===== src/rtl/if_fetch_ctrl.sv =====
// if_fetch_ctrl: PC owner and single-outstanding Wishbone instruction fetch sequencer.
// Define IF_MISALIGN_TRAP_EN to report misaligned redirect targets instead of aligning them.
module if_fetch_ctrl #(
    parameter int ADDR_WIDTH = 32,
    parameter int DATA_WIDTH = 32,
    parameter logic [ADDR_WIDTH-1:0] PC_ADDR = 32'h8000_0000
) (
    input  logic                  clk_i,
    input  logic                  rst_i,
    input  logic                  stall_i,
    input  logic                  redirect_i,
    input  logic [ADDR_WIDTH-1:0] redirect_pc_i,
    output logic                  wb_cyc_o,
    output logic                  wb_stb_o,
    output logic                  wb_we_o,
    output logic [3:0]            wb_sel_o,
    output logic [ADDR_WIDTH-1:0] wb_adr_o,
    input  logic [DATA_WIDTH-1:0] wb_dat_i,
    input  logic                  wb_ack_i,
    output logic [DATA_WIDTH-1:0] inst_o,
    output logic [ADDR_WIDTH-1:0] inst_pc_o,
    output logic                  inst_valid_o,
    output logic                  inst_fault_o
);
`ifdef IF_MISALIGN_TRAP_EN
    localparam bit TRAP = 1'b1;
`else
    localparam bit TRAP = 1'b0;
`endif
    localparam logic [DATA_WIDTH-1:0] NOP = DATA_WIDTH'(32'h0000_0013);

    typedef enum logic [1:0] {IDLE, REQ, FLUSH, DONE} state_e;

    state_e                state_q, state_d;
    logic [ADDR_WIDTH-1:0] pc_q, pc_d, flush_adr_q, flush_adr_d, inst_pc_q, inst_pc_d;
    logic [ADDR_WIDTH-1:0] tgt, fault_adr;
    logic [DATA_WIDTH-1:0] inst_q, inst_d;
    logic                  valid_q, valid_d, fault_q, fault_d, misaligned, go_fault;

    assign tgt        = TRAP ? redirect_pc_i : {redirect_pc_i[ADDR_WIDTH-1:2], 2'b00};
    assign fault_adr  = redirect_i ? tgt : pc_q;
    assign misaligned = TRAP && (fault_adr[1:0] != 2'b00);

    always_comb begin
        state_d     = state_q;
        pc_d        = pc_q;
        flush_adr_d = flush_adr_q;
        inst_d      = inst_q;
        inst_pc_d   = inst_pc_q;
        valid_d     = valid_q;
        fault_d     = fault_q;
        go_fault    = 1'b0;
        case (state_q)
            IDLE: begin
                pc_d     = redirect_i ? tgt : pc_q;
                state_d  = redirect_i ? IDLE : REQ;
                go_fault = redirect_i && misaligned;
            end
            REQ: begin
                if (wb_ack_i && !redirect_i) begin
                    inst_d    = wb_dat_i;
                    inst_pc_d = pc_q;
                    valid_d   = 1'b1;
                    fault_d   = 1'b0;
                    pc_d      = pc_q + ADDR_WIDTH'(4);
                    state_d   = DONE;
                end else if (redirect_i) begin
                    pc_d        = tgt;
                    flush_adr_d = pc_q;
                    state_d     = wb_ack_i ? IDLE : FLUSH;
                    go_fault    = wb_ack_i && misaligned;
                end
            end
            FLUSH: begin
                pc_d     = redirect_i ? tgt : pc_q;
                state_d  = wb_ack_i ? IDLE : FLUSH;
                go_fault = wb_ack_i && misaligned;
            end
            DONE: begin
                if (redirect_i || !stall_i) begin
                    valid_d = 1'b0;
                    fault_d = 1'b0;
                    pc_d    = redirect_i ? tgt : pc_q;
                    state_d = redirect_i ? IDLE : REQ;
                end
                go_fault = redirect_i && misaligned;
            end
            default: state_d = IDLE;
        endcase
        // A misaligned target is presented as a faulting NOP without touching the bus.
        if (go_fault) begin
            state_d   = DONE;
            inst_d    = NOP;
            inst_pc_d = fault_adr;
            valid_d   = 1'b1;
            fault_d   = 1'b1;
            pc_d      = {fault_adr[ADDR_WIDTH-1:2], 2'b00};
        end
    end

    always_ff @(posedge clk_i) begin
        if (rst_i) begin
            state_q     <= IDLE;
            pc_q        <= PC_ADDR;
            flush_adr_q <= PC_ADDR;
            inst_q      <= NOP;
            inst_pc_q   <= PC_ADDR;
            valid_q     <= 1'b0;
            fault_q     <= 1'b0;
        end else begin
            state_q     <= state_d;
            pc_q        <= pc_d;
            flush_adr_q <= flush_adr_d;
            inst_q      <= inst_d;
            inst_pc_q   <= inst_pc_d;
            valid_q     <= valid_d;
            fault_q     <= fault_d;
        end
    end

    assign wb_cyc_o     = (state_q == REQ) || (state_q == FLUSH);
    assign wb_stb_o     = wb_cyc_o;
    assign wb_we_o      = 1'b0;
    assign wb_sel_o     = 4'b1111;
    assign wb_adr_o     = (state_q == FLUSH) ? flush_adr_q : pc_q;
    assign inst_o       = inst_q;
    assign inst_pc_o    = inst_pc_q;
    assign inst_valid_o = valid_q;
    assign inst_fault_o = fault_q;
endmodule


===== config.mk =====
export PLATFORM = sky130hd
export DESIGN_NAME = if_fetch_ctrl
export DESIGN_NICKNAME = d
export VERILOG_FILES = /design/src/rtl/if_fetch_ctrl.sv
export SDC_FILE = /design/constraint.sdc
export NUM_CORES = 1
export LEC_CHECK = 0
export ABC_AREA = 1
export CELL_PAD_IN_SITES_DETAIL_PLACEMENT = 1
export CELL_PAD_IN_SITES_GLOBAL_PLACEMENT = 1
export CORE_MARGIN = 2
export CORE_UTILIZATION = 33
export DETAILED_ROUTE_END_ITERATION = 8
export PLACE_DENSITY = 0.77
export SYNTH_ARGS = -nofsm -noshare
export SYNTH_HDL_FRONTEND = slang
export SYNTH_SLANG_ARGS = --single-unit

===== constraint.sdc =====
create_clock -name clk_i -period 1.93 [get_ports clk_i]
set_clock_uncertainty 0.1 [all_clocks]
set_input_delay 0.386 -clock clk_i [delete_from_list [all_inputs] [get_ports clk_i]]
set_output_delay 0.386 -clock clk_i [all_outputs]
set_load 0.01 [all_outputs]

# [After elaboration in Yosys (flattened, before gate mapping)]
# Cells that the tools add are included.
[op_classes] add_sub_neg=1 eq_ne=7 n_mux=24 n_bitwise=1 reduce_logical=17
[op_table] cell="2-to-1 mux 32 bit" n=8
[op_table] cell="case mux 32 bit (3 select lines)" n=1
[op_table] cell="adder 32 x 3 -> 32 bit, second input constant" n=1
[op_table] cell="2-to-1 mux 2 bit" n=5
[op_table] cell="case mux 2 bit (4 select lines)" n=1
[op_table] cell="2-to-1 mux 1 bit" n=7
[op_table] cell="!= test 3 bit, second input constant" n=2
[op_table] cell="AND reduction 2 bit" n=3
[op_table] cell="AND reduction 3 bit" n=2
[op_table] cell="equality test 2 bit, second input constant" n=2
[op_table] cell="!= test 4 bit, second input constant" n=1
[op_table] cell="case mux 1 bit (2 select lines)" n=2
[op_table] cell="nonzero test 2 bit" n=2
[op_table] cell="OR reduction 2 bit" n=2
[op_table] cell="OR reduction 4 bit" n=1
[op_table] cell="nonzero test 3 bit" n=1
[op_table] cell="equality test 2 x 1 -> 1 bit, second input constant" n=1
[op_table] cell="zero test 1 bit" n=2
[op_table] cell="zero test 2 bit" n=1
[op_table] cell="logical OR 1 bit" n=2
[op_table] cell="!= test 2 bit, second input constant" n=1
[op_table] cell="logical AND 1 bit" n=1
[op_table] cell="inverter 1 bit" n=1
[totals] register_bits=132 inputBits=69 output_inout_bits=105 word_cells=58

# [Depth between registers and ports, before layout]
# Gate-level depths: netlist of run 1.
[logic_depth] word_depth=5 mapped_depth=10 depth_no_buf=10

# [Worst setup path after synthesis of run 1]
# Ideal clock, no wire load.
[synth_timing] path_kind="register to output" from="reg state_q[0]" to="out wb_adr_o[15]" t_arrival_ns=1.363 slack_ns=0.081 stages_incl_launch_ff=7 path_buffers=2 cell_sequence="dfxtp_1 -> inv_1 -> ha_1 -> clkbuf_1 -> clkbuf_1 -> nand2_1 -> o21ai_0"
[synth_via] elab_chain_cells=2
[synth_lines] item="start, declared" line="34" source="state_e state_q, state_d;"
[synth_lines] item="start signal, assigned" line="111" source="state_q <= state_d;"
[synth_lines] item="equality test 2 bit" line="125" source="assign wb_adr_o = (state_q == FLUSH) ? flush_adr_q : pc_q;"
[synth_lines] item="2-to-1 mux 32 bit" line="125"
[synth_lines] item="end, declared" line="17" source="output logic [ADDR_WIDTH-1:0] wb_adr_o,"
# No other way between the ends.

# [Worst setup path after layout of run 1]
# Same ends and word-level chain as after synthesis.

==> results of run 1 <==
## kinds of logic after synthesis
logic type	synth area share, %
buffers and inverters	7.661
AO/OA/AOI/OAI	21.69
adder cells (fa/ha/maj)	1.229
AND/OR/NAND/NOR	26.36
flip-flops	42.93
other	0.1229
## synth_stat cells (3+ instances only)
cell / n
nand2_1: 181
o21ai_0: 156
nor2_1: 143
dfxtp_1: 131
a21oi_1: 89
inv_1: 47
clkbuf_1: 40
nand3_1: 32
nor3_1: 13
buf_2: 9
buf_4: 9
o211ai_1: 7
ha_1: 6
nand4_1: 6
inv_2: 3
nand2_2: 3
nor4_1: 3
## metrics by stage
step / setup WS, ps / power (mW) / instances / hold WS [ps] / utilization (%)
floorplan: 81.00 / 3.532 / 903 / 345.9 / -
global placement: -174.2 / 4.231 / 1311 / 340.1 / 47.01
detailed placement: -225.6 / 4.259 / 1311 / 352.3 / 47.01
CTS: -166.0 / 7.421 / 1349 / 366.6 / 50.49
global route: -257.3 / 7.850 / 1363 / 399.8 / 53.61
finish: -219.1 / 7.581 / 1363 / 361.2 / 53.61
## worst min-delay path by stage
stage                                  from                      endpoint  slack, ps  depth (start not counted)
2_1_floorplan  flush_adr_q[31]$_SDFFE_PP1P_  flush_adr_q[31]$_SDFFE_PP1P_        350                          2
3_3_place_gp         inst_o[1]$_SDFFE_PP1P_        inst_o[1]$_SDFFE_PP1P_        340                          2
3_5_place_dp         inst_o[0]$_SDFFE_PP1P_        inst_o[0]$_SDFFE_PP1P_        350                          2
4_1_cts              inst_o[0]$_SDFFE_PP1P_        inst_o[0]$_SDFFE_PP1P_        370                          2
5_1_grt              inst_o[1]$_SDFFE_PP1P_        inst_o[1]$_SDFFE_PP1P_        400                          2
6_report             inst_o[1]$_SDFFE_PP1P_        inst_o[1]$_SDFFE_PP1P_        360                          2
## flip-flops by register name, indices dropped and copies added, names as in the netlist
name	flops
state_q	2
flush_adr_q	32
inst_valid_o	1
pc_q	32
inst_pc_o	32
inst_o	32
## report_power, final
part	leakage, nW	internal (mW)	switching, mW	total, mW
registers	1.07	2.87	0.142	3.01
logic	2.75	0.659	0.716	1.37
clock network	0.275	1.87	1.32	3.20
## layout make-up
cell class                      instances  share of cell area (%)
Clock buffer                           20                   4.813
Clock inverter                         11                   1.058
Inverter                               52                   2.129
Multi-Input combinational cell        660                   35.02
Sequential cell                       131                   27.12
Tap cell                              229                   2.955
Timing Repair Buffer                  260                   26.90
## metal layers
| metal | track usage (%) | up-vias | part of all wire, % |
|---|---|---|---|
| li1 | - | 3402 | - |
| met1 | 32.27 | 3470 | 43 |
| met2 | 39.46 | 239 | 48 |
| met3 | 6.462 | 45 | 6.2 |
| met4 | 9.144 | 0 | 2.5 |
| met5 | 0 | - | 0 |
## timing repair
action / CTS / global route
cloned: 2 / 5
setup endpoints to repair: 34 / 108
gates resized for setup: 205 / 109
setup buffers: 5 / 9
pin swaps: 15 / 35
## critical path, stage by stage (launching register included)
cell and delay, ps:
dfxtp_2 320, inv_2 80, ha_4 200, buf_6 160
clkbuf_16 170, nand2_2 40, o21ai_1 80, buf_2 160
==> flow_metrics.py, run 1 <==
metrics = {
    "clock_tree": {
        "ctsHtreeMaxLevel": 4,
        "cts.sink_count": 131,
        "clock_input_transition_at_the_sequential_cells_of_the_worst_setup_and_hold_paths_ps": 60,
        "clk_root_buffer_cell": "clkbuf_16",
        "worst_skew_pair.late_latency_ps": 430,
        "cts_tree": "yes",
        "numCtsBuffers": 17,
        "cts.path.max_buffers": 2,
        "cts_hold_buf": 0,
    },
    "final_layout": {
        "post_route_cells_drive_above_1_share_pct": 22.57,
        "diode_count": 0,
        "sequential_cell_area_mm2": 0.002630,
        "multiInputGateArea_mm2": 0.003396,
        "fin_nets": 1197,
        "final_common_cell": "nand2_1",
        "design_area_mm2": 0.009697,
        "mostFrequentLayoutCells": "146 x nand2_1, 140 x nor2_1, 131 x clkdlybuf4s50_1",
        "fillers": 2230,
        "area.growth.synth_to_final_pct": 58.75,
    },
    "setup_path": {
        "critical_path_required_ps": 1440,
        "timing.critical_path.arrival_ps": 1660,
        "setup.worst_path.start": "state_q[0]$_SDFFE_PP0P_",
        "startpoint_type": "flop",
        "setup.worst_path.class": "reg2out",
        "r2r_setup_slack_ps": -80,
        "critPathCaptureType": "output pin",
        "worstRegToRegCells": 9,
        "worst_r2r_endpoint": "state_q[0]$_SDFFE_PP0P_",
        "r2r_start": "state_q[1]$_SDFFE_PP0P_",
        "endpoint": "wb_adr_o[15]",
        "path_max_fanout": 6,
    },
    "floorplan": {
        "die_h_um": 140.1,
        "die_w_um": 140.1,
        "dieArea_mm2": 0.01961,
        "ios": 174,
        "floorplan.core_area_mm2": 0.01809,
        "floorplan.rows": 49,
        "floorplan.initialDensity_pct": 33.77,
    },
    "detailed_routing": {
        "route.detailed.wl_per_inst_um": 19.72,
        "finalWirelength_mm": 26.87,
        "final_antenna_net_count": 0,
        "drt_first_iter_violations": 526,
        "drt_drc_violations_left": 5,
        "detail_route.first_pass.iterations": 9,
        "vias_per_cell": 5.250,
        "dr_total_vias": 7156,
    },
    "logic_synthesis": {
        "synth-main-ff-cell": "dfxtp_1",
        "post_synth_arst_share_pct": 0,
        "ys_ff_latch": 131,
        "syn_inst": 899,
        "yosys_warnings": 0,
        "syn-mean-instance-area_um2": 6.795,
        "count_of_flip_flops_with_a_built_in_enable_after_synthesis": 0,
        "synth.yosys.seq_area_share_pct": 42.93,
        "synth_top_area_cell": "dfxtp_1",
        "post-synth-top-area-fraction_pct": 42.93,
        "synth.distinct_cells": 32,
        "synth_top_cells_by_area": "dfxtp_1 43%, o21ai_0 13%, nand2_1 11%",
        "netlist_area_before_placement_mm2": 0.006108,
    },
    "timing": {
        "final-setup-viol-count": 39,
        "setup-tns-final_ps": -4865,
        "slack_of_the_critical_path_ps": -219.1,
        "timing_hold_violations_final": 0,
        "timing.final.crit_share_pct": 111.4,
        "drv_slew": 0,
        "post_layout_minimum_cycle_time_ps": 2149,
        "fmax_ghz": 0.4653,
        "rsz_0062_raised_after_global_routing": "true",
    },
    "worst_hold_path": {
        "worst_hold_path_type": "reg2reg",
    },
    "pwr": {
        "power-per-cell-area_mw_per_mm2": 781.8,
        "maximum_ir_drop_on_the_vdd_rail_mv": 0.6273,
        "cellLeakagePower_nw": 4.100,
    },
    "global_routing": {
        "global_route_wire_length_before_repair_mm": 38.16,
        "first_global_vias": 7105,
        "number_of_antenna_violations_at_the_first_check_in_global_routing": 0,
        "grt_overflow_total": 0,
        "overall_track_demand_over_capacity_in_global_routing_pct": 24.71,
        "maximum_number_of_pins_on_one_net_before_global_route_repair": 56,
    },
    "run_status": {
        "failing_checks": "DRC, setup timing",
        "run_status": "complete, but fails checks",
    },
    "placement": {
        "postPlaceCellArea_mm2": 0.008502,
        "dpl.hpwl_mm": 17.07,
        "finalWeightedCongestion": 0.8576,
        "placement.io_buffers": 165,
    },
    "flow_run": {
        "cap_viol_max_count": 0,
    },
}
Power figures use the tool's default switching activity.
==> inputs of run 2 (changes only) <==
--- a/config.mk
+++ b/config.mk
@@ -10,6 +10,8 @@
 export CELL_PAD_IN_SITES_GLOBAL_PLACEMENT = 1
 export CORE_MARGIN = 2
 export CORE_UTILIZATION = 33
+export CTS_BUF_LIST = sky130_fd_sc_hd__clkbuf_4 sky130_fd_sc_hd__clkbuf_8 sky130_fd_sc_hd__clkbuf_16
+export CTS_CLUSTER_DIAMETER = 50
 export DETAILED_ROUTE_END_ITERATION = 8
 export PLACE_DENSITY = 0.77
 export SYNTH_ARGS = -nofsm -noshare
==> results of run 2 <==
No change in the layout: final DEF, timing and power equal those of run 1.
